### config.mk
export PLATFORM = sky130hd
export DESIGN_NAME = radix_stage_sched_flat
export DESIGN_NICKNAME = d
export VERILOG_FILES = /design/src/rtl/radix_stage_sched_pkg.sv /design/src/rtl/radix_stage_sched_if.sv /design/src/rtl/radix_stage_sched_tag_delay_line.sv /design/src/rtl/radix_stage_sched.sv /design/src/flat_wrapper.sv
export SDC_FILE = /design/constraint.sdc
export NUM_CORES = 1
export LEC_CHECK = 0
export ABC_AREA = 1
export BUFFER_PORTS_ARGS = -buffer_cell sky130_fd_sc_hd__buf_2
export CAP_MARGIN = 20
export CORE_MARGIN = 2
export CORE_UTILIZATION = 57
export DETAILED_ROUTE_END_ITERATION = 10
export GPL_TIMING_DRIVEN = 0
export PLACE_DENSITY = 0.75
export SETUP_SLACK_MARGIN = 0.4
export SYNTH_ARGS = -nofsm -noshare
export SYNTH_HDL_FRONTEND = slang
export SYNTH_SLANG_ARGS = --single-unit
### constraint.sdc
create_clock -name clk -period 2.3 [get_ports clk]
set_clock_uncertainty 0.1 [all_clocks]
set_input_delay 0.69 -clock clk [delete_from_list [all_inputs] [get_ports clk]]
set_output_delay 0.69 -clock clk [all_outputs]
set_load 0.01 [all_outputs]
### src/rtl/radix_stage_sched_pkg.sv
// ---------------------------------------------------------------------------
// radix_stage_sched_pkg
// Shared definitions for the radix-2 SDF stage scheduler:
//   - FSM state encoding (IDLE / FILL / DRAIN)
//   - output-mux select encodings
//   - output tag layout carried down the alignment pipe
//   - rule deriving the total alignment latency from the read and
//     multiplier latencies
// ---------------------------------------------------------------------------
package radix_stage_sched_pkg;

  localparam logic [1:0] IDLE_ENC  = 2'd0;
  localparam logic [1:0] FILL_ENC  = 2'd1;
  localparam logic [1:0] DRAIN_ENC = 2'd2;

  typedef enum logic [1:0] {
    ST_IDLE  = IDLE_ENC,
    ST_FILL  = FILL_ENC,
    ST_DRAIN = DRAIN_ENC
  } state_e;

  // Output mux select: delayed y1 path or twiddled y2 from the multiplier.
  localparam logic SEL_Y1  = 1'b0;
  localparam logic SEL_MUL = 1'b1;

  typedef struct packed {
    logic valid;
    logic sel;
  } tag_t;

  // The y1 delay line in the datapath must match this value so both
  // streams reach the output mux aligned.
  function automatic int path_lat(input int rd_lat, input int mul_lat);
    return rd_lat + mul_lat;
  endfunction

endpackage

### src/rtl/radix_stage_sched_if.sv
// ---------------------------------------------------------------------------
// radix_stage_sched_if
// Bundles the scheduler's control signals.
//   master : scheduler side (drives buffer/twiddle/output controls)
//   slave  : datapath/environment side (drives en, bf_valid, mul_valid)
// Handshake: a butterfly pair is transferred on a cycle where both
// bf_valid and in_ready are high; bf_valid while in_ready is low is an
// overrun (sample dropped, err set). No other signal is back-pressured.
// dbg_state exposes the FSM state for observation only.
// ---------------------------------------------------------------------------
interface radix_stage_sched_if #(
  parameter int ADDR_W = 12
);
  import radix_stage_sched_pkg::*;

  logic              en;
  logic              bf_valid;
  logic              in_ready;
  logic              buf_wr_en;
  logic [ADDR_W-1:0] buf_wr_addr;
  logic              buf_rd_en;
  logic [ADDR_W-1:0] buf_rd_addr;
  logic              tf_en;
  logic [ADDR_W-1:0] tf_addr;
  logic              mul_valid;
  logic              out_valid;
  logic              out_sel;
  logic              frame_done;
  logic              err;
  state_e            dbg_state;

  modport master (
    input  en, bf_valid, mul_valid,
    output in_ready, buf_wr_en, buf_wr_addr, buf_rd_en, buf_rd_addr,
           tf_en, tf_addr, out_valid, out_sel, frame_done, err, dbg_state
  );

  modport slave (
    output en, bf_valid, mul_valid,
    input  in_ready, buf_wr_en, buf_wr_addr, buf_rd_en, buf_rd_addr,
           tf_en, tf_addr, out_valid, out_sel, frame_done, err, dbg_state
  );

endinterface

### src/rtl/radix_stage_sched_tag_delay_line.sv
// ---------------------------------------------------------------------------
// radix_stage_sched_tag_delay_line
// Fixed-depth shift register for small tags. dout_o is din_i delayed by
// DEPTH cycles. Synchronous reset clears every stage.
//   clk, rst : clock, synchronous active-high reset
//   din_i    : tag entering the line
//   dout_o   : tag leaving the line (last stage)
// DEPTH must be at least 1.
// ---------------------------------------------------------------------------
module radix_stage_sched_tag_delay_line #(
  parameter int DEPTH = 4,
  parameter int WIDTH = 2
) (
  input  logic             clk,
  input  logic             rst,
  input  logic [WIDTH-1:0] din_i,
  output logic [WIDTH-1:0] dout_o
);

  logic [WIDTH-1:0] pipe_q [DEPTH];

  always_ff @(posedge clk) begin
    if (rst) begin
      for (int i = 0; i < DEPTH; i++) pipe_q[i] <= '0;
    end else begin
      pipe_q[0] <= din_i;
      for (int i = 1; i < DEPTH; i++) pipe_q[i] <= pipe_q[i-1];
    end
  end

  assign dout_o = pipe_q[DEPTH-1];

endmodule

### src/rtl/radix_stage_sched.sv
// ---------------------------------------------------------------------------
// radix_stage_sched
// Sequencing controller for one radix-2 SDF FFT stage. A frame fills the
// y2 buffer with HALF_LEN butterfly outputs (gaps allowed), then drains it
// in HALF_LEN back-to-back reads with twiddle addressing. Tags for the y1
// samples and the reads travel down an alignment pipe so the output mux
// sees the y1 stream followed by the twiddled y2 stream without collision.
//   clk, rst  : clock, synchronous active-high reset
//   bus       : master modport of radix_stage_sched_if
//               (en, bf_valid, mul_valid in; buffer/twiddle strobes and
//                addresses, in_ready, out_valid, out_sel, frame_done,
//                sticky err and dbg_state out)
// ---------------------------------------------------------------------------
module radix_stage_sched
  import radix_stage_sched_pkg::*;
#(
  parameter int HALF_LEN       = 4096,
  parameter int ADDR_W         = 12,
  parameter int TF_STRIDE_LOG2 = 0,
  parameter int RD_LAT         = 1,
  parameter int MUL_LAT        = 19
) (
  input  logic                 clk,
  input  logic                 rst,
  radix_stage_sched_if.master  bus
);

  localparam int PATH_LAT = path_lat(RD_LAT, MUL_LAT);
  // One extra bit so HALF_LEN == 2**ADDR_W does not alias to zero.
  localparam int CNT_W = ADDR_W + 1;
  localparam logic [CNT_W-1:0] LAST = CNT_W'(HALF_LEN - 1);

  state_e           state_q, state_d;
  logic [CNT_W-1:0] wr_cnt_q, wr_cnt_d;
  logic [CNT_W-1:0] rd_cnt_q, rd_cnt_d;
  logic [CNT_W-1:0] out_cnt_q;
  logic             out_valid_q, out_sel_q, frame_done_q, err_q;

  logic             in_ready, wr_en, rd_en;
  logic [ADDR_W-1:0] rd_idx;
  tag_t             tag_in, tag_tail;
  logic             mul_in_vld, mul_exp;

  // -------------------------------------------------------------------------
  // FSM next state and combinational strobes
  // -------------------------------------------------------------------------
  always_comb begin
    state_d  = state_q;
    wr_cnt_d = wr_cnt_q;
    rd_cnt_d = rd_cnt_q;
    in_ready = 1'b0;

    case (state_q)
      ST_IDLE: in_ready = bus.en;
      ST_FILL: in_ready = 1'b1;
      default: in_ready = 1'b0;
    endcase
    // Outputs are held low while reset is asserted.
    if (rst) in_ready = 1'b0;

    wr_en = in_ready & bus.bf_valid;
    rd_en = !rst && (state_q == ST_DRAIN);

    // In IDLE wr_cnt_q is always 0, so IDLE and FILL share the accept path.
    if (wr_en) begin
      if (wr_cnt_q == LAST) begin
        wr_cnt_d = '0;
        state_d  = ST_DRAIN;
      end else begin
        wr_cnt_d = wr_cnt_q + 1'b1;
        state_d  = ST_FILL;
      end
    end

    if (rd_en) begin
      if (rd_cnt_q == LAST) begin
        rd_cnt_d = '0;
        state_d  = bus.en ? ST_FILL : ST_IDLE;
      end else begin
        rd_cnt_d = rd_cnt_q + 1'b1;
      end
    end
  end

  always_ff @(posedge clk) begin
    if (rst) begin
      state_q  <= ST_IDLE;
      wr_cnt_q <= '0;
      rd_cnt_q <= '0;
    end else begin
      state_q  <= state_d;
      wr_cnt_q <= wr_cnt_d;
      rd_cnt_q <= rd_cnt_d;
    end
  end

  assign rd_idx          = rd_cnt_q[ADDR_W-1:0];
  assign bus.in_ready    = in_ready;
  assign bus.buf_wr_en   = wr_en;
  assign bus.buf_wr_addr = wr_en ? wr_cnt_q[ADDR_W-1:0] : '0;
  assign bus.buf_rd_en   = rd_en;
  assign bus.buf_rd_addr = rd_en ? rd_idx : '0;
  assign bus.tf_en       = rd_en;
  assign bus.tf_addr     = rd_en ? ADDR_W'(rd_idx << TF_STRIDE_LOG2) : '0;
  assign bus.dbg_state   = state_q;

  // -------------------------------------------------------------------------
  // Output tag alignment pipe. Writes and reads never share a cycle, so one
  // tag per cycle is enough.
  // -------------------------------------------------------------------------
  always_comb begin
    tag_in = '0;
    if (wr_en) begin
      tag_in.valid = 1'b1;
      tag_in.sel   = SEL_Y1;
    end else if (rd_en) begin
      tag_in.valid = 1'b1;
      tag_in.sel   = SEL_MUL;
    end
  end

  radix_stage_sched_tag_delay_line #(
    .DEPTH (PATH_LAT),
    .WIDTH ($bits(tag_t))
  ) u_tag_pipe (
    .clk    (clk),
    .rst    (rst),
    .din_i  (tag_in),
    .dout_o (tag_tail)
  );

  // -------------------------------------------------------------------------
  // Misalignment check: the read strobe reaches the multiplier input RD_LAT
  // cycles later, and mul_valid must follow that by exactly MUL_LAT cycles.
  // -------------------------------------------------------------------------
  if (RD_LAT > 0) begin : g_rd_pipe
    radix_stage_sched_tag_delay_line #(
      .DEPTH (RD_LAT),
      .WIDTH (1)
    ) u_rd_pipe (
      .clk    (clk),
      .rst    (rst),
      .din_i  (rd_en),
      .dout_o (mul_in_vld)
    );
  end else begin : g_rd_direct
    assign mul_in_vld = rd_en;
  end

  radix_stage_sched_tag_delay_line #(
    .DEPTH (MUL_LAT),
    .WIDTH (1)
  ) u_chk_pipe (
    .clk    (clk),
    .rst    (rst),
    .din_i  (mul_in_vld),
    .dout_o (mul_exp)
  );

  // -------------------------------------------------------------------------
  // Registered output strobes, frame counter and sticky error
  // -------------------------------------------------------------------------
  always_ff @(posedge clk) begin
    if (rst) begin
      out_valid_q  <= 1'b0;
      out_sel_q    <= 1'b0;
      frame_done_q <= 1'b0;
      out_cnt_q    <= '0;
      err_q        <= 1'b0;
    end else begin
      out_valid_q  <= tag_tail.valid;
      out_sel_q    <= tag_tail.valid & (tag_tail.sel == SEL_MUL);
      frame_done_q <= 1'b0;
      if (tag_tail.valid && (tag_tail.sel == SEL_MUL)) begin
        if (out_cnt_q == LAST) begin
          out_cnt_q    <= '0;
          frame_done_q <= 1'b1;
        end else begin
          out_cnt_q <= out_cnt_q + 1'b1;
        end
      end
      if ((bus.bf_valid && !in_ready) || (bus.mul_valid != mul_exp)) err_q <= 1'b1;
    end
  end

  assign bus.out_valid  = out_valid_q;
  assign bus.out_sel    = out_sel_q;
  assign bus.frame_done = frame_done_q;
  assign bus.err        = err_q;

endmodule

### src/flat_wrapper.sv
// flat-port wrapper written by rule: the top's interface ports become plain ports
module radix_stage_sched_flat import radix_stage_sched_pkg::*;
#(
  parameter int HALF_LEN       = 4096,
  parameter int ADDR_W         = 12,
  parameter int TF_STRIDE_LOG2 = 0,
  parameter int RD_LAT         = 1,
  parameter int MUL_LAT        = 19
)
  (clk, rst, bus_en, bus_bf_valid, bus_mul_valid, bus_in_ready, bus_buf_wr_en, bus_buf_wr_addr, bus_buf_rd_en, bus_buf_rd_addr, bus_tf_en, bus_tf_addr, bus_out_valid, bus_out_sel, bus_frame_done, bus_err, bus_dbg_state);
  radix_stage_sched_if #(.ADDR_W(ADDR_W)) bus_i ();
  input  logic clk;
  input  logic rst;
  input wire logic [$bits(bus_i.en)-1:0] bus_en;
  input wire logic [$bits(bus_i.bf_valid)-1:0] bus_bf_valid;
  input wire logic [$bits(bus_i.mul_valid)-1:0] bus_mul_valid;
  output wire logic [$bits(bus_i.in_ready)-1:0] bus_in_ready;
  output wire logic [$bits(bus_i.buf_wr_en)-1:0] bus_buf_wr_en;
  output wire logic [$bits(bus_i.buf_wr_addr)-1:0] bus_buf_wr_addr;
  output wire logic [$bits(bus_i.buf_rd_en)-1:0] bus_buf_rd_en;
  output wire logic [$bits(bus_i.buf_rd_addr)-1:0] bus_buf_rd_addr;
  output wire logic [$bits(bus_i.tf_en)-1:0] bus_tf_en;
  output wire logic [$bits(bus_i.tf_addr)-1:0] bus_tf_addr;
  output wire logic [$bits(bus_i.out_valid)-1:0] bus_out_valid;
  output wire logic [$bits(bus_i.out_sel)-1:0] bus_out_sel;
  output wire logic [$bits(bus_i.frame_done)-1:0] bus_frame_done;
  output wire logic [$bits(bus_i.err)-1:0] bus_err;
  output wire logic [$bits(bus_i.dbg_state)-1:0] bus_dbg_state;
  assign bus_i.en = bus_en;
  assign bus_i.bf_valid = bus_bf_valid;
  assign bus_i.mul_valid = bus_mul_valid;
  assign bus_in_ready = bus_i.in_ready;
  assign bus_buf_wr_en = bus_i.buf_wr_en;
  assign bus_buf_wr_addr = bus_i.buf_wr_addr;
  assign bus_buf_rd_en = bus_i.buf_rd_en;
  assign bus_buf_rd_addr = bus_i.buf_rd_addr;
  assign bus_tf_en = bus_i.tf_en;
  assign bus_tf_addr = bus_i.tf_addr;
  assign bus_out_valid = bus_i.out_valid;
  assign bus_out_sel = bus_i.out_sel;
  assign bus_frame_done = bus_i.frame_done;
  assign bus_err = bus_i.err;
  assign bus_dbg_state = bus_i.dbg_state;
  radix_stage_sched #(.HALF_LEN(HALF_LEN), .ADDR_W(ADDR_W), .TF_STRIDE_LOG2(TF_STRIDE_LOG2), .RD_LAT(RD_LAT), .MUL_LAT(MUL_LAT)) u_core (.clk(clk), .rst(rst), .bus(bus_i));
endmodule
; ---- After elaboration in Yosys (flattened, before gate mapping)
; Memory sizes are Yosys's and may differ from the RTL's.
; Cells that the tools add are included.
[word_totals]
regBits = 45
latch_bits = 0
ram_bits = 60
romBits = 0
input_bits = 5
output_inout_bits = 46
wordCells = 130
mem_count = 3
[mem_list]
columns = name, words, width, read_ports, rd_clocked_by_memory_dff, wr, line
row1 = u_core.u_tag_pipe.pipe_q, 20, 2, 20, 0, 20, radix_stage_sched_tag_delay_line.sv:20  ; logic [WIDTH-1:0] pipe_q [DEPTH];
row2 = u_core.u_chk_pipe.pipe_q, 19, 1, 19, 0, 19, radix_stage_sched_tag_delay_line.sv:20
row3 = u_core.g_rd_pipe.u_rd_pipe.pipe_q, 1, 1, 1, 0, 1, radix_stage_sched_tag_delay_line.sv:20
[op_classes]
n_addsub = 3
n_mul = 0
div_mod_pow = 0
n_lt_le_gt_ge = 0
eq_ne = 6
shifts = 0
n_mux = 59
n_bitwise = 42
n_reduce_logical = 9
[ops]
columns = cell, n
row1 = two-way mux 2 bit, 26
row2 = "adder 13 x 1 -> 13 bit, second input constant", 3
row3 = "equality test 13 x 12 -> 1 bit, second input constant", 3
row4 = two-way mux 13 bit, 3
row5 = bitwise OR 1 bit, 39
row6 = two-way mux 1 bit, 27
row7 = two-way mux 12 bit, 2
row8 = logical AND 1 bit, 3
row9 = AND 1 bit, 2
row10 = "equality test 2 x 1 -> 1 bit, second input constant", 1
row11 = "equality test 2 bit, second input constant", 1
row12 = zero test 1 bit, 2
row13 = zero test 2 bit, 1
row14 = case mux 1 bit (2 select lines), 1
row15 = OR reduction 2 bit, 1
row16 = logical OR 1 bit, 1
row17 = != test 1 bit, 1
row18 = inverter 1 bit, 1
row19 = OR reduction 1 bit, 1

; ---- Logic depth before layout (Yosys ltp)
; Gate-level depths: netlist (run 1).
[logic_depth]
word_depth = 7
mapped_depth = 10
ltp_nobuf = 10

; ---- Cells and area by module
; A second synthesis (run 1) with hierarchy kept.
[hier_totals]
cells_unflattened = 549
area_unflattened_um2 = 4232.8
[modules_own_cells]
columns = module, instances, cells_per_inst, area_each_um2, seq_area_each_um2
row1 = radix_stage_sched, 1, 361, 2492.4, 900.9
row2 = radix_stage_sched_tag_delay_line (u_core.u_tag_pipe), 1, 126, 1161.1, 800.8
row3 = radix_stage_sched_tag_delay_line (u_core.u_chk_pipe), 1, 59, 549.3, 380.4
row4 = radix_stage_sched_tag_delay_line (u_core.g_rd_pipe.u_rd_pipe), 1, 3, 30.0, 20.0

; ---- Worst setup path after synthesis (run 1)
; OpenSTA, ideal clock, no wires.
[synth_path]
kind = in2out
startpoint = input rst
endpoint = output bus_tf_addr[4]
t_arrival_ns = 1.553
required_time_ns = 1.510
setup_slack_ns = -0.043
cell_stages = 6
path_buffers = 3
path_cell_list = buf_6 clkinv_4 nand3_4 buf_2 nor2_1 buf_4
[synth_between]
elab_chain_len = 3
[synth_rtl]
columns = item, line
row1 = from (decl), flat_wrapper.sv:13  ; input logic rst;
row2 = zero test 1 bit, radix_stage_sched.sv:62  ; rd_en = !rst && (state_q == ST_DRAIN);
row3 = logical AND 1 bit, radix_stage_sched.sv:62
row4 = two-way mux 12 bit, --
row5 = to (decl), flat_wrapper.sv:23  ; output wire logic [$bits(bus_i.tf_addr)-1:0] bus_tf_addr;
; No other way between the ends.

; ---- Worst setup path after layout (run 1)
[layout_path]
startpoint = input rst
endpoint = output bus_tf_addr[7]
[layout_between]
elab_chain_len = 3
[layout_rtl]
columns = item, line
row1 = zero test 1 bit, radix_stage_sched.sv:62
row2 = logical AND 1 bit, radix_stage_sched.sv:62
row3 = two-way mux 12 bit, radix_stage_sched.sv:104  ; assign bus.tf_addr = rd_en ? ADDR_W'(rd_idx << TF_STRIDE_LOG2) : '0;
; No other way between the ends.

==> metrics.md, run 1 <==
| Metric | Value |
|---|---|
| Outcome | `finished with violations` |
| Failing checks | `negative setup slack` |
| Core box area | `0.00714 mm²` |
| Routability Congestion | `about 0.8` |
| LEAKAGE | `about 2.2 nW` |
| Synthesis-to-layout area growth | `34.1%` |
| Clock buffers created by TritonCTS | `9` |
| Maximum clock rate | `between 400 and 500 MHz` |
| Antenna Violating Nets Remaining | `0` |
| DR pass1 iterations | `5` |
| Root buf cell | `clkbuf_8` |
| Required @ worst endpoint | `about 1.5 ns` |
| Comb pwr share | `4.5%` |
| Detail Placement HPWL | `roughly 5800 µm` |
| # port buffers | `49` |
| Power Total | `approximately 3.1 mW` |
| Unique masters post-synth | `33` |
| Max-slew violations | `0` |
| Die ar. | `0.00797 mm²` |
| RSZ-0062 raised after global routing | `true` |
| Clock network fraction of total power | `between 30% and 40%` |
| EDFF count, synth | `0` |
| Final core occ | `a little under 80%` |
| Pint | `~2.3 mW` |
| Final WS setup | `-0.00291 ns` |
| Sw power | `0.784 mW` |
| Vias per std cell | `about 5.1` |
| First-pass GRT wire length | `between 15000 and 20000 µm` |
| Cells after Synth | `547` |
| Die height | `89.3 µm` |
| CP Capture Type | `output pin` |
| DR WL/cell | `between 10 and 15 µm` |
| Final Cycle Share | `100%` |
| Via count | `roughly 3800` |
| Hold Vio Cnt, Final | `0` |
| Cell Area, Synth | `between 0.004 and 0.005 mm²` |
| Average cell area after synthesis | `7.58 µm²` |
| Cts hold-fix bufs | `0` |
| Nets | `646` |
| # H-tree levels | `3` |
| Clock slew at reported path FFs | `0.10 ns` |
| Relative slew slack | `between 50% and 60%` |
| Grt ovf | `0` |
| Final setup vio count | `1` |
| Worst EP arrival | `~1.5 ns` |
| Sw Share | `25.1%` |
| Max clock buf depth | `2` |
| Pwr Density | `~560 mW/mm²` |
| Max FO, Critical Path | `6` |
| I/O pins | `51` |
| Reg power frac | `58.5%` |
| Non-Filler Instances | `approximately 740` |
| Placed Instances | `~700` |
| Initial antenna violation count | `0` |
| Die X | `around 89 µm` |
| Initial core utilization | `~58%` |
| Final WL | `between 10000 and 15000 µm` |
| Diodes inserted | `0` |
| Net Count, Synth | `roughly 560` |
| Register area share after synthesis | `between 50% and 60%` |
| Share of cells above drive strength 1 | `roughly a quarter` |
| Min cycle time layout | `2.30 ns` |
| First DRT Iteration DRCs | `between 150 and 200` |
| Synth Warn # | `0` |
| Kind of critical path | `in2out` |
| Skew-Pair Late Insertion Delay | `about 0.38 ns` |
| Async SR Flop Fraction | `0%` |
| Hold WS | `just over 0.3 ns` |
| Vias in the first global route | `3476` |
| CTS tree | `built` |
| DR DRC count | `0` |
| Synth Register Bits | `roughly 110` |
| Worst VDD drop | `0.583 mV` |
| Largest net degree at the start of global routing | `21` |
| FP Rows | `31` |
| Hold Crit Class | `reg2reg` |
| Setup_tns | `-0.00291 ns` |
| Gr usage total | `25.3%` |
| Startpoint class of the critical path | `primary input` |
| Main synth FF type | `dfxtp_1` |
| Worst Max-Slew Pin Slew | `around 0.63 ns` |
| Fillcell total | `around 490` |
| # Max-Cap Violations | `0` |
| Num Clock Sinks | `105` |
[sequential cells by signal, indices dropped and copies added, names as in the netlist]
name,count
u_core.u_chk_pipe.pipe_q,19
u_core.wr_cnt_q,13
u_core.bus.dbg_state,2
u_core.bus.err,1
u_core.rd_cnt_q,13
u_core.g_rd_pipe.u_rd_pipe.pipe_q,1
u_core.bus.out_sel,1
u_core.out_cnt_q,13
u_core.u_tag_pipe.pipe_q,40
u_core.bus.frame_done,1
u_core.bus.out_valid,1
[power by group through the flow]
stage | combinational [mW] | clock (mW) | sequential (mW)
final | 0.139 | 1.16 | 1.83
after global routing | 0.148 | 1.24 | 1.83
after CTS | 0.125 | 1.17 | 1.83
after detailed placement | 0.0962 | 0 | 1.87
after global placement | 0.0955 | 0 | 1.87
after floorplan | 0.0681 | 0 | 1.87
[worst max-delay path, stage by stage]
cell and delay (ns):
buf_12 0.11, clkinv_8 0.05, nand3_4 0.14, buf_16 0.19, nor2_4 0.12, buf_6 0.11, buf_6 0.09
[layout make-up]
type / instances / area (µm²) / area share [%]
clock buffer: 10 / 138 / 2.48
clock inverter: 6 / 66.3 / 1.19
tap: 99 / 124 / 2.23
inverter: 109 / 429 / 7.72
timing repair buffer: 80 / 800 / 14.4
buffer: 25 / 243 / 4.37
multi-input combinational: 308 / 1650 / 29.7
sequential: 105 / 2110 / 37.9
[cells in the final DEF, fill, tap and decap left out, drive strengths merged]
master,count
o21ai,13
nand4,8
nand2,81
nor2,139
buf,100
ha,3
nor3b,1
nor3,10
inv,112
and3,1
o211a,1
xor2,9
or2,1
a31oi,1
clkinv,2
clkbuf,15
a21oi,12
dfxtp,105
a211oi,3
clkinvlp,1
nand3,25
[stage by stage]
| step | setup slack [ns] | instance area (µm²) |
|---|---|---|
| 2_1_floorplan | 0.0912 | 4350 |
| 3_3_place_gp | -0.166 | 4720 |
| 3_5_place_dp | -0.173 | 4720 |
| 4_1_cts | 0.0154 | 5450 |
| 5_1_grt | -0.0274 | 5560 |
| 6_report | -0.00291 | 5560 |
[synthesized netlist by cell type (2+ instances only)]
cell type	count	area (µm²)
buf_1	3	11.3
a211oi_1	3	22.5
nor2_2	10	62.6
nor3_1	9	45.0
buf_4	13	97.6
xor2_1	9	78.8
ha_1	3	37.5
a21oi_1	12	60.1
dfxtp_1	105	2100
buf_2	4	20.0
clkbuf_1	4	15.0
o21ai_0	7	35.0
nand2_1	76	285
nand3_2	2	20.0
o21ai_1	6	30.0
inv_2	2	7.51
nand2_2	5	31.3
nand3_1	22	110
nand4_1	6	37.5
inv_1	106	398
nor2_1	125	469
nor2_4	4	45.0
[logic make-up after synthesis]
group	Yosys count	share of synthesized area, %
XOR/XNOR	9	1.90
buffers and inverters	134	13.7
AO/OA/AOI/OAI	30	3.95
AND/OR/NAND/NOR	266	28.8
flip-flops	105	50.7
adder cells (fa/ha/maj)	3	0.906
[worst paths after layout]
kind                                                               from                                       to  slack (ns)  cells past startpoint
worst max-delay path                                                rst                           bus_tf_addr[7]      -0.003                      7
worst min-delay path            u_core.u_chk_pipe.pipe_q[15]$_SDFF_PP0_  u_core.u_chk_pipe.pipe_q[16]$_SDFF_PP0_        0.31                      2
worst max register to register       u_core.bus.dbg_state[1]$_SDFF_PP0_          u_core.rd_cnt_q[5]$_SDFFE_PP0P_        0.44                     10
worst min register to register  u_core.u_chk_pipe.pipe_q[15]$_SDFF_PP0_  u_core.u_chk_pipe.pipe_q[16]$_SDFF_PP0_        0.31                      2
[metal layers]
metal	share of wire, %	vias to the layer above	GRT usage, %
met5	0	-	0
met4	4.1	0	10.3
li1	-	1798	-
met2	49	205	43.1
met1	39	1726	29.4
met3	8.1	57	8.22
[repair_timing]
action,in CTS,in global routing
cloned,2,0
gates resized for setup,61,14
buffers inserted,22,7
setup endpoints to repair,40,41
pin swaps,10,9
Power figures use the tool's default switching activity.
==> inputs of run 2 (changes only) <==
--- a/config.mk
+++ b/config.mk
@@ -8,11 +8,12 @@
 export ABC_AREA = 1
 export BUFFER_PORTS_ARGS = -buffer_cell sky130_fd_sc_hd__buf_2
 export CAP_MARGIN = 20
+export CORE_ASPECT_RATIO = 0.5
 export CORE_MARGIN = 2
-export CORE_UTILIZATION = 57
+export CORE_UTILIZATION = 52
 export DETAILED_ROUTE_END_ITERATION = 10
 export GPL_TIMING_DRIVEN = 0
-export PLACE_DENSITY = 0.75
+export PLACE_DENSITY = 0.72
 export SETUP_SLACK_MARGIN = 0.4
 export SYNTH_ARGS = -nofsm -noshare
 export SYNTH_HDL_FRONTEND = slang
==> constraint.sdc (replaced) <==
create_clock -name clk -period 1.9 [get_ports clk]
set_clock_uncertainty 0.1 [all_clocks]
set_input_delay 0.57 -clock clk [delete_from_list [all_inputs] [get_ports clk]]
set_output_delay 0.57 -clock clk [all_outputs]
set_load 0.01 [all_outputs]
==> run 2 against run 1 <==
  * The flow still finishes with violations (negative setup slack)
  * Die area grew 9.7%
  * Hold slack worse by 0.0036 ns
  * Total power is 41% higher
  * Critical path depth grew 1
  * Sequential power grew 21%
  * Via count barely moved
  * First-iteration DRC count is 140% higher
  * Combinational power rose by 30%
  * Utilization rose by 2.0 points
  * Flip-flop and latch count unchanged
  * Critical path type is now reg2out
  * Critical endpoint is now bus_tf_addr[0]
==> metrics.md, run 2 (synthesized netlist as in run 1, its figures left out) <==
| Metric | Value |
|---|---|
| Most flops, register | `u_core.u_tag_pipe.pipe_q (unchanged)` |
| Most common cell after layout, fill and taps aside | `inv_1 (was nor2_1)` |
| RSZ-0062 raised after global routing | `true (unchanged)` |
| First-pass GRT wire length | `15900 µm (was 15400 µm)` |
| Placed Instances | `704 (was 695)` |
| Final Cycle Share | `114%` |
| Startpoint class of the critical path | `flip-flop (was primary input)` |
| Vias per std cell | `5.00 (was 5.10)` |
| FP Rows | `22 (was 31)` |
| CP Capture Type | `output pin (unchanged)` |
| First DRT Iteration DRCs | `485 (was 198)` |
| Max clock buf depth | `2 (unchanged)` |
| Hold Crit Class | `reg2reg (unchanged)` |
| Final WS setup | `-0.266 ns (was -0.00291 ns)` |
| Core box area | `0.00751 mm² (was 0.00714 mm²)` |
| Worst VDD drop | `0.656 mV (was 0.583 mV)` |
| Nets | `652 (was 646)` |
| Num Clock Sinks | `105 (unchanged)` |
| Most frequent cells in the layout | `102 x inv_1, 100 x nor2_1, 95 x dfxtp_1 (was 105 x nor2_1, 103 x inv_1, 102 x dfxtp_1)` |
| Gr usage total | `23.6% (was 25.3%)` |
| DR WL/cell | `15.6 µm (was 14.6 µm)` |
| Max FO, Critical Path | `3 (was 6)` |
| Final WL | `11800 µm (was 10800 µm)` |
| Skew-Pair Late Insertion Delay | `0.35 ns (was 0.38 ns)` |
| Antenna Violating Nets Remaining | `0 (unchanged)` |
| Diodes inserted | `0 (unchanged)` |
| Largest net degree at the start of global routing | `22 (was 21)` |
| Cell count along the critical path | `8 (was 7)` |
| Kind of critical path | `reg2out (was in2out)` |
| Final setup vio count | `40 (was 1)` |
| CP Cell Sequence | `inv_4 > buf_4 > nand2_4 > nor2_4 > nand2_2 > inv_2 > buf_6 > buf_2 (was buf_12 > clkinv_8 > nand3_4 > buf_16 > nor2_4 > buf_6 > buf_6)` |
| DR pass1 iterations | `5 (unchanged)` |
| Biggest regs | `u_core.u_tag_pipe.pipe_q: 40 flops, u_core.u_chk_pipe.pipe_q: 19 flops (unchanged)` |
| Worst Max-Slew Pin Slew | `0.723 ns (was 0.625 ns)` |
| Maximum clock rate | `~460 MHz` |
| Root buf cell | `clkbuf_16 (was clkbuf_8)` |
| Initial antenna violation count | `0 (unchanged)` |
| Grt ovf | `0 (unchanged)` |
| Critical path buffers and inverters | `5 (unchanged)` |
| Family with the most delay on the worst path | `buffers and inverters (unchanged)` |
| DR DRC count | `0 (unchanged)` |
| Min cycle time layout | `approximately 2.2 ns` |
| Required @ worst endpoint | `1.23 ns (was 1.51 ns)` |
| Vias in the first global route | `3410 (was 3476)` |
| Power Total | `4.40 mW (was 3.12 mW)` |
| LEAKAGE | `2.39 nW (was 2.21 nW)` |
| # port buffers | `49 (unchanged)` |
| Relative slew slack | `51.8% (was 58.3%)` |
| Initial core utilization | `55.2% (was 58.1%)` |
| Hold depth | `2 (unchanged)` |
| I/O pins | `51 (unchanged)` |
| Outcome | `finished with violations (unchanged)` |
| # H-tree levels | `3 (unchanged)` |
| Non-Filler Instances | `757 (was 742)` |
| Largest register FFs | `40 (unchanged)` |
| Synthesis-to-layout area growth | `44.8% (was 34.1%)` |
| # Max-Cap Violations | `0 (unchanged)` |
| Worst EP arrival | `1.50 ns (was 1.51 ns)` |
| Via count | `3785 (was 3786)` |
| Detail Placement HPWL | `5540 µm (was 5780 µm)` |
| Failing checks | `negative setup slack (unchanged)` |
| Routability Congestion | `0.806 (was 0.816)` |
| CTS tree | `built (unchanged)` |
| Clock slew at reported path FFs | `0.08 ns (was 0.10 ns)` |
| Slowest stage delay, CP | `0.35 ns (was 0.19 ns)` |
| Die height | `67.1 µm (was 89.3 µm)` |
| Die ar. | `0.00875 mm² (was 0.00797 mm²)` |
| Slowest CP cell | `dfxtp_2 (was buf_16)` |
| Die X | `130 µm (was 89.3 µm)` |
| Clock buffers created by TritonCTS | `9 (unchanged)` |
| Max-slew violations | `0 (unchanged)` |
| Hold Vio Cnt, Final | `0 (unchanged)` |
| Share of cells above drive strength 1 | `33.4% (was 26.6%)` |
| Pwr Density | `733 mW/mm² (was 561 mW/mm²)` |
| Worst R2R Path Depth | `12 (was 10)` |
run 2: cell count changes in the layout (fill, tap and decap cells not counted), sizes merged:
cell / previous run / this run
bufbuf: 0 / 1
clkinvlp: 1 / 0
bufinv: 0 / 1
inv: 112 / 111
buf: 100 / 106
clkinv: 2 / 4
clkbuf: 15 / 13
run 2: path summary, 6_finish.rpt:
| path | to | start | slack [ns] |
|---|---|---|---|
| setup / recovery | bus_tf_addr[0] | u_core.bus.dbg_state[0]$_SDFF_PP0_ | -0.27 |
| hold / removal | u_core.u_chk_pipe.pipe_q[12]$_SDFF_PP0_ | u_core.u_chk_pipe.pipe_q[11]$_SDFF_PP0_ | 0.30 |
| setup reg to reg | u_core.bus.dbg_state[0]$_SDFF_PP0_ | u_core.bus.dbg_state[0]$_SDFF_PP0_ | 0.05 |
| hold reg to reg | u_core.u_chk_pipe.pipe_q[12]$_SDFF_PP0_ | u_core.u_chk_pipe.pipe_q[11]$_SDFF_PP0_ | 0.30 |
run 2: routing by layer:
metal	GRT usage, %	up-vias	wire, µm
met1	29.5	1777	4960
li1	-	1817	-
met5	0	-	0
met2	39.9	143	5770
met4	7.39	0	468
met3	7.21	48	590
run 2: cell type report:
cell class,instances,area [µm²]
clock inverters,7,110
flip-flops and latches,105,2120
plain buffers,25,231
inverters,109,429
repair buffers,86,871
multi-input cells,308,1880
clock buffers,9,225
well taps,108,135
fillers,445,1510
run 2: through the flow:
stage	hold slack [ns]	worst slack [ns]	utilization, %	instance area [µm²]	TNS (ns)
global route	0.317	-0.300	79.9	6000	-8.83
floorplan	0.288	-0.0688	-	4360	-0.932
CTS	0.304	-0.216	75.3	5660	-5.67
finish	0.302	-0.266	79.9	6000	-7.43
detailed placement	0.292	-0.329	63.1	4740	-5.81
global placement	0.289	-0.320	63.1	4740	-5.90
run 2: tightest hold or removal path: stages (launching register included):
cell and delay [ns]:
dfxtp_1 0.30, inv_1 0.04, nor2_1 0.03
run 2: what timing repair did:
| item | in CTS | in global routing |
|---|---|---|
| gates resized for setup | 65 | 67 |
| setup buffers | 24 | 11 |
| hold buffers | 0 | 0 |
| gates cloned | 2 | 0 |
| pin swaps | 12 | 18 |
| setup endpoints to repair | 64 | 81 |
run 2: power breakdown:
part / switching (mW) / leakage [nW] / internal, mW
Sequential: 0.00531 / 0.852 / 2.20
Clock: 0.931 / 0.162 / 1.08
Combinational: 0.112 / 1.38 / 0.0695
==> inputs of run 3 (changes only) <==
--- a/config.mk
+++ b/config.mk
@@ -7,13 +7,13 @@
 export LEC_CHECK = 0
 export ABC_AREA = 1
 export BUFFER_PORTS_ARGS = -buffer_cell sky130_fd_sc_hd__buf_2
-export CAP_MARGIN = 20
-export CORE_ASPECT_RATIO = 0.5
+export CORE_ASPECT_RATIO = 1.75
 export CORE_MARGIN = 2
-export CORE_UTILIZATION = 52
+export CORE_UTILIZATION = 54
+export CTS_BUF_LIST = sky130_fd_sc_hd__clkbuf_2 sky130_fd_sc_hd__clkbuf_4 sky130_fd_sc_hd__clkbuf_8
 export DETAILED_ROUTE_END_ITERATION = 10
 export GPL_TIMING_DRIVEN = 0
-export PLACE_DENSITY = 0.72
+export PLACE_DENSITY = 0.75
 export SETUP_SLACK_MARGIN = 0.4
 export SYNTH_ARGS = -nofsm -noshare
 export SYNTH_HDL_FRONTEND = slang
==> run 3 against run 2 <==
  * The flow still finishes with violations (negative setup slack)
  * Register-to-register slack got worse by 0.35 ns
  * Hold slack better by 0.0027 ns
  * Largest power group unchanged
  * Sequential power hardly changed
  * Cell area fell by 1.1%
  * Via count up 3.2%
  * Clock power is 21% lower
  * Sequential share of layout area is 0.32 points higher
  * Wire length up 3.3%
  * Fmax fell by 1.5%
  * Total power fell by 9.6%
  * Worst setup slack lost 0.033 ns
==> metrics.md, run 3 (synthesized netlist as in run 1, its figures left out) <==
| Metric | Value |
|---|---|
| Outcome | `finished with violations (unchanged)` |
| Failing checks | `negative setup slack (unchanged)` |
| Sw power | `0.913 mW (was 1.05 mW)` |
| Synthesis-to-layout area growth | `43.2% (was 44.8%)` |
| CP endpoint | `u_core.rd_cnt_q[11]$_SDFFE_PP0P_ (was bus_tf_addr[0])` |
| M1 GR Usage | `25.0% (was 29.5%)` |
| Grt met3 use | `4.20% (was 7.21%)` |
| Antenna Violating Nets Remaining | `0 (unchanged)` |
| I/O pins | `51 (unchanged)` |
| Gr usage total | `24.0% (was 23.6%)` |
| Largest register FFs | `40 (unchanged)` |
| # H-tree levels | `3 (unchanged)` |
| Most common cell after layout, fill and taps aside | `inv_1 (unchanged)` |
| First DRT Iteration DRCs | `294 (was 485)` |
| RSZ-0062 raised after global routing | `true (unchanged)` |
| CP Cell Sequence | `inv_4 > nand3_4 > buf_6 > nor2_4 > buf_6 > buf_6 > buf_6 > buf_6 > buf_6 > buf_6 > buf_6 > nand3_4 > nor2_4 > nor2_2 > nand2_1 > nor2_1 (was inv_4 > buf_4 > nand2_4 > nor2_4 > nand2_2 > inv_2 > buf_6 > buf_2)` |
| Root buf cell | `clkbuf_8 (was clkbuf_16)` |
| Initial antenna violation count | `0 (unchanged)` |
| Max-slew violations | `0 (unchanged)` |
| Share of cells above drive strength 1 | `35.7% (was 33.4%)` |
| Largest net degree at the start of global routing | `19 (was 22)` |
| # Max-Cap Violations | `0 (unchanged)` |
| DR pass1 iterations | `7 (was 5)` |
| Worst Max-Slew Pin Slew | `0.689 ns (was 0.723 ns)` |
| Worst VDD drop | `0.814 mV (was 0.656 mV)` |
| Final WL | `12200 µm (was 11800 µm)` |
| Cell count along the critical path | `16 (was 8)` |
| Min cycle time layout | `2.20 ns (was 2.17 ns)` |
| Global routing's busiest layer | `met2 (unchanged)` |
| Relative slew slack | `54.1% (was 51.8%)` |
| Reg-to-reg setup timing slack | `-0.30 ns (was 0.05 ns)` |
| Die height | `120 µm (was 67.1 µm)` |
| Kind of critical path | `reg2reg (was reg2out)` |
| Pint | `3.06 mW (was 3.35 mW)` |
| Diodes inserted | `0 (unchanged)` |
| Nets | `652 (unchanged)` |
| Max clock buf depth | `2 (unchanged)` |
| Startpoint class of the critical path | `flip-flop (unchanged)` |
| Most flops, register | `u_core.u_tag_pipe.pipe_q (unchanged)` |
| Vias in the first global route | `3641 (was 3410)` |
| Core box area | `0.00751 mm² (unchanged)` |
| Pwr Density | `670 mW/mm² (was 733 mW/mm²)` |
| Grt ovf | `0 (unchanged)` |
| Slowest CP cell | `dfxtp_2 (unchanged)` |
| LEAKAGE | `2.35 nW (was 2.39 nW)` |
| Max FO, Critical Path | `4 (was 3)` |
| Required @ worst endpoint | `2.07 ns (was 1.23 ns)` |
| CP Capture Type | `flip-flop (was output pin)` |
| CTS tree | `built (unchanged)` |
| Sw Share | `23.0% (was 23.8%)` |
| Biggest regs | `u_core.u_tag_pipe.pipe_q: 40 flops, u_core.u_chk_pipe.pipe_q: 19 flops (unchanged)` |
| Initial core utilization | `55.2% (unchanged)` |
| Skew-Pair Late Insertion Delay | `0.36 ns (was 0.35 ns)` |
| Die X | `70.2 µm (was 130 µm)` |
| Die ar. | `0.00842 mm² (was 0.00875 mm²)` |
| Maximum clock rate | `455 MHz (was 462 MHz)` |
| Comb pwr share | `4.8% (was 4.1%)` |
| Clock slew at reported path FFs | `0.10 ns (was 0.08 ns)` |
| FP Rows | `42 (was 22)` |
| Critical path buffers and inverters | `9 (was 5)` |
| Clock network fraction of total power | `39.6% (was 45.7%)` |
| Final Cell Area | `0.00594 mm² (was 0.00600 mm²)` |
| Final Cycle Share | `116% (was 114%)` |
| Worst R2R Path Depth | `16 (was 12)` |
| Family with the most delay on the worst path | `buffers and inverters (unchanged)` |
| Clock buffers created by TritonCTS | `9 (unchanged)` |
| Most frequent cells in the layout | `102 x inv_1, 95 x nor2_1, 94 x dfxtp_1 (was 102 x inv_1, 100 x nor2_1, 95 x dfxtp_1)` |
| Final WS setup | `-0.299 ns (was -0.266 ns)` |
| Vias per std cell | `5.30 (was 5.00)` |
| Num Clock Sinks | `105 (unchanged)` |
| Reg2reg start | `u_core.bus.dbg_state[0]$_SDFF_PP0_ (unchanged)` |
| Fillcell total | `428 (was 445)` |
| Hold Vio Cnt, Final | `0 (unchanged)` |
| Worst setup startpoint | `u_core.bus.dbg_state[0]$_SDFF_PP0_ (unchanged)` |
| Hold Crit Class | `reg2reg (unchanged)` |
| Most frequent CP cell | `buf_6` |
| First-pass GRT wire length | `16100 µm (was 15900 µm)` |
| Reg power frac | `55.6% (was 50.2%)` |
| Met2 Usage GRT | `45.0% (was 39.9%)` |
| Final setup vio count | `49 (was 40)` |
| # port buffers | `49 (unchanged)` |
| Worst EP arrival | `2.37 ns (was 1.50 ns)` |
| Routability Congestion | `0.846 (was 0.806)` |
| Multi-input gate area in the final layout | `0.00191 mm² (was 0.00188 mm²)` |
| Detail Placement HPWL | `5940 µm (was 5540 µm)` |
| Via count | `3907 (was 3785)` |
| DR DRC count | `0 (unchanged)` |
| Placed instance area | `0.00472 mm² (was 0.00474 mm²)` |
| Cts hold-fix bufs | `0 (unchanged)` |
| DR WL/cell | `16.5 µm (was 15.6 µm)` |
| Post-Place Setup Slack | `-0.338 ns (was -0.329 ns)` |
| RR Endpoint | `u_core.rd_cnt_q[11]$_SDFFE_PP0P_ (was u_core.bus.dbg_state[0]$_SDFF_PP0_)` |
| FF+latch area | `0.00212 mm² (about the same)` |
| Slowest stage delay, CP | `0.35 ns (about the same)` |
run 3: cell types whose count changed in the layout (fill, tap and decap cells not counted), moves of 4 or more:
cell and delta:
nand2_1 -6, nor2_1 -5, buf_4 -10, nand2_2 +6
nand3_2 +4, clkbuf_16 -8, clkbuf_8 +9, buf_6 +14
run 3: power groups by stage:
stage               Clock (mW)  Combinational, mW  Sequential [mW]
finish                    1.58              0.189             2.21
global route              1.66              0.201             2.21
CTS                       1.57              0.151             2.21
detailed placement           0              0.120             2.26
global placement             0              0.119             2.26
floorplan                    0             0.0828             2.26
run 3: repair_timing:
item	CTS	global route
setup buffers	25	10
pin swaps	18	26
setup endpoints to repair	64	81
resized for setup	82	78
cloned	1	1
run 3: per-layer routing:
| metal | part of all wire [%] | up-vias |
|---|---|---|
| met5 | 0 | - |
| met4 | 6.0 | 0 |
| met3 | 5.7 | 65 |
| met2 | 54 | 204 |
| met1 | 35 | 1823 |
| li1 | - | 1815 |
run 3: cell type report:
class,instances,share of cell area [%]
Buffer,25,3.90
Clock buffer,10,2.21
Clock inverter,6,1.66
Inverter,109,7.23
Multi-Input combinational cell,308,32.1
Sequential cell,105,35.7
Tap cell,88,1.85
Timing Repair Buffer,86,15.3
run 3: worst reg2reg max path: stages, from the launching register on:
cell and delay, ns:
dfxtp_2 0.35, inv_4 0.09, nand3_4 0.17, buf_6 0.19
nor2_4 0.14, buf_6 0.13, buf_6 0.09, buf_6 0.08
buf_6 0.08, buf_6 0.08, buf_6 0.09, buf_6 0.12
nand3_4 0.09, nor2_4 0.13, nor2_2 0.05, nand2_1 0.08
nor2_1 0.04
run 3: how the worst min path moves through the flow:
| stage | start | end | depth (start not counted) |
|---|---|---|---|
| floorplan | u_core.g_rd_pipe.u_rd_pipe.pipe_q[0]$_SDFF_PP0_ | u_core.u_chk_pipe.pipe_q[0]$_SDFF_PP0_ | 2 |
| global placement | u_core.u_tag_pipe.pipe_q[4][2]$_SDFF_PP0_ | u_core.u_tag_pipe.pipe_q[4][4]$_SDFF_PP0_ | 2 |
| detailed placement | u_core.u_tag_pipe.pipe_q[0][2]$_SDFF_PP0_ | u_core.u_tag_pipe.pipe_q[0][4]$_SDFF_PP0_ | 2 |
| CTS | u_core.u_tag_pipe.pipe_q[3][7]$_SDFF_PP0_ | u_core.u_tag_pipe.pipe_q[4][1]$_SDFF_PP0_ | 2 |
| global route | u_core.u_tag_pipe.pipe_q[2][4]$_SDFF_PP0_ | u_core.u_tag_pipe.pipe_q[2][6]$_SDFF_PP0_ | 2 |
| finish | u_core.u_tag_pipe.pipe_q[3][7]$_SDFF_PP0_ | u_core.u_tag_pipe.pipe_q[4][1]$_SDFF_PP0_ | 2 |
run 3: per-stage QoR:
stage | utilization, % | std cells | power [mW] | hold WS, ns | TNS [ns]
after global placement | 62.8 | 684 | 2.38 | 0.290 | -5.94
after global routing | 79.0 | 737 | 4.07 | 0.318 | -11.53
final | 79.0 | 737 | 3.98 | 0.305 | -9.59
after CTS | 73.9 | 726 | 3.93 | 0.306 | -5.27
after floorplan | - | 547 | 2.34 | 0.288 | -0.932
after detailed placement | 62.8 | 684 | 2.38 | 0.296 | -6.26
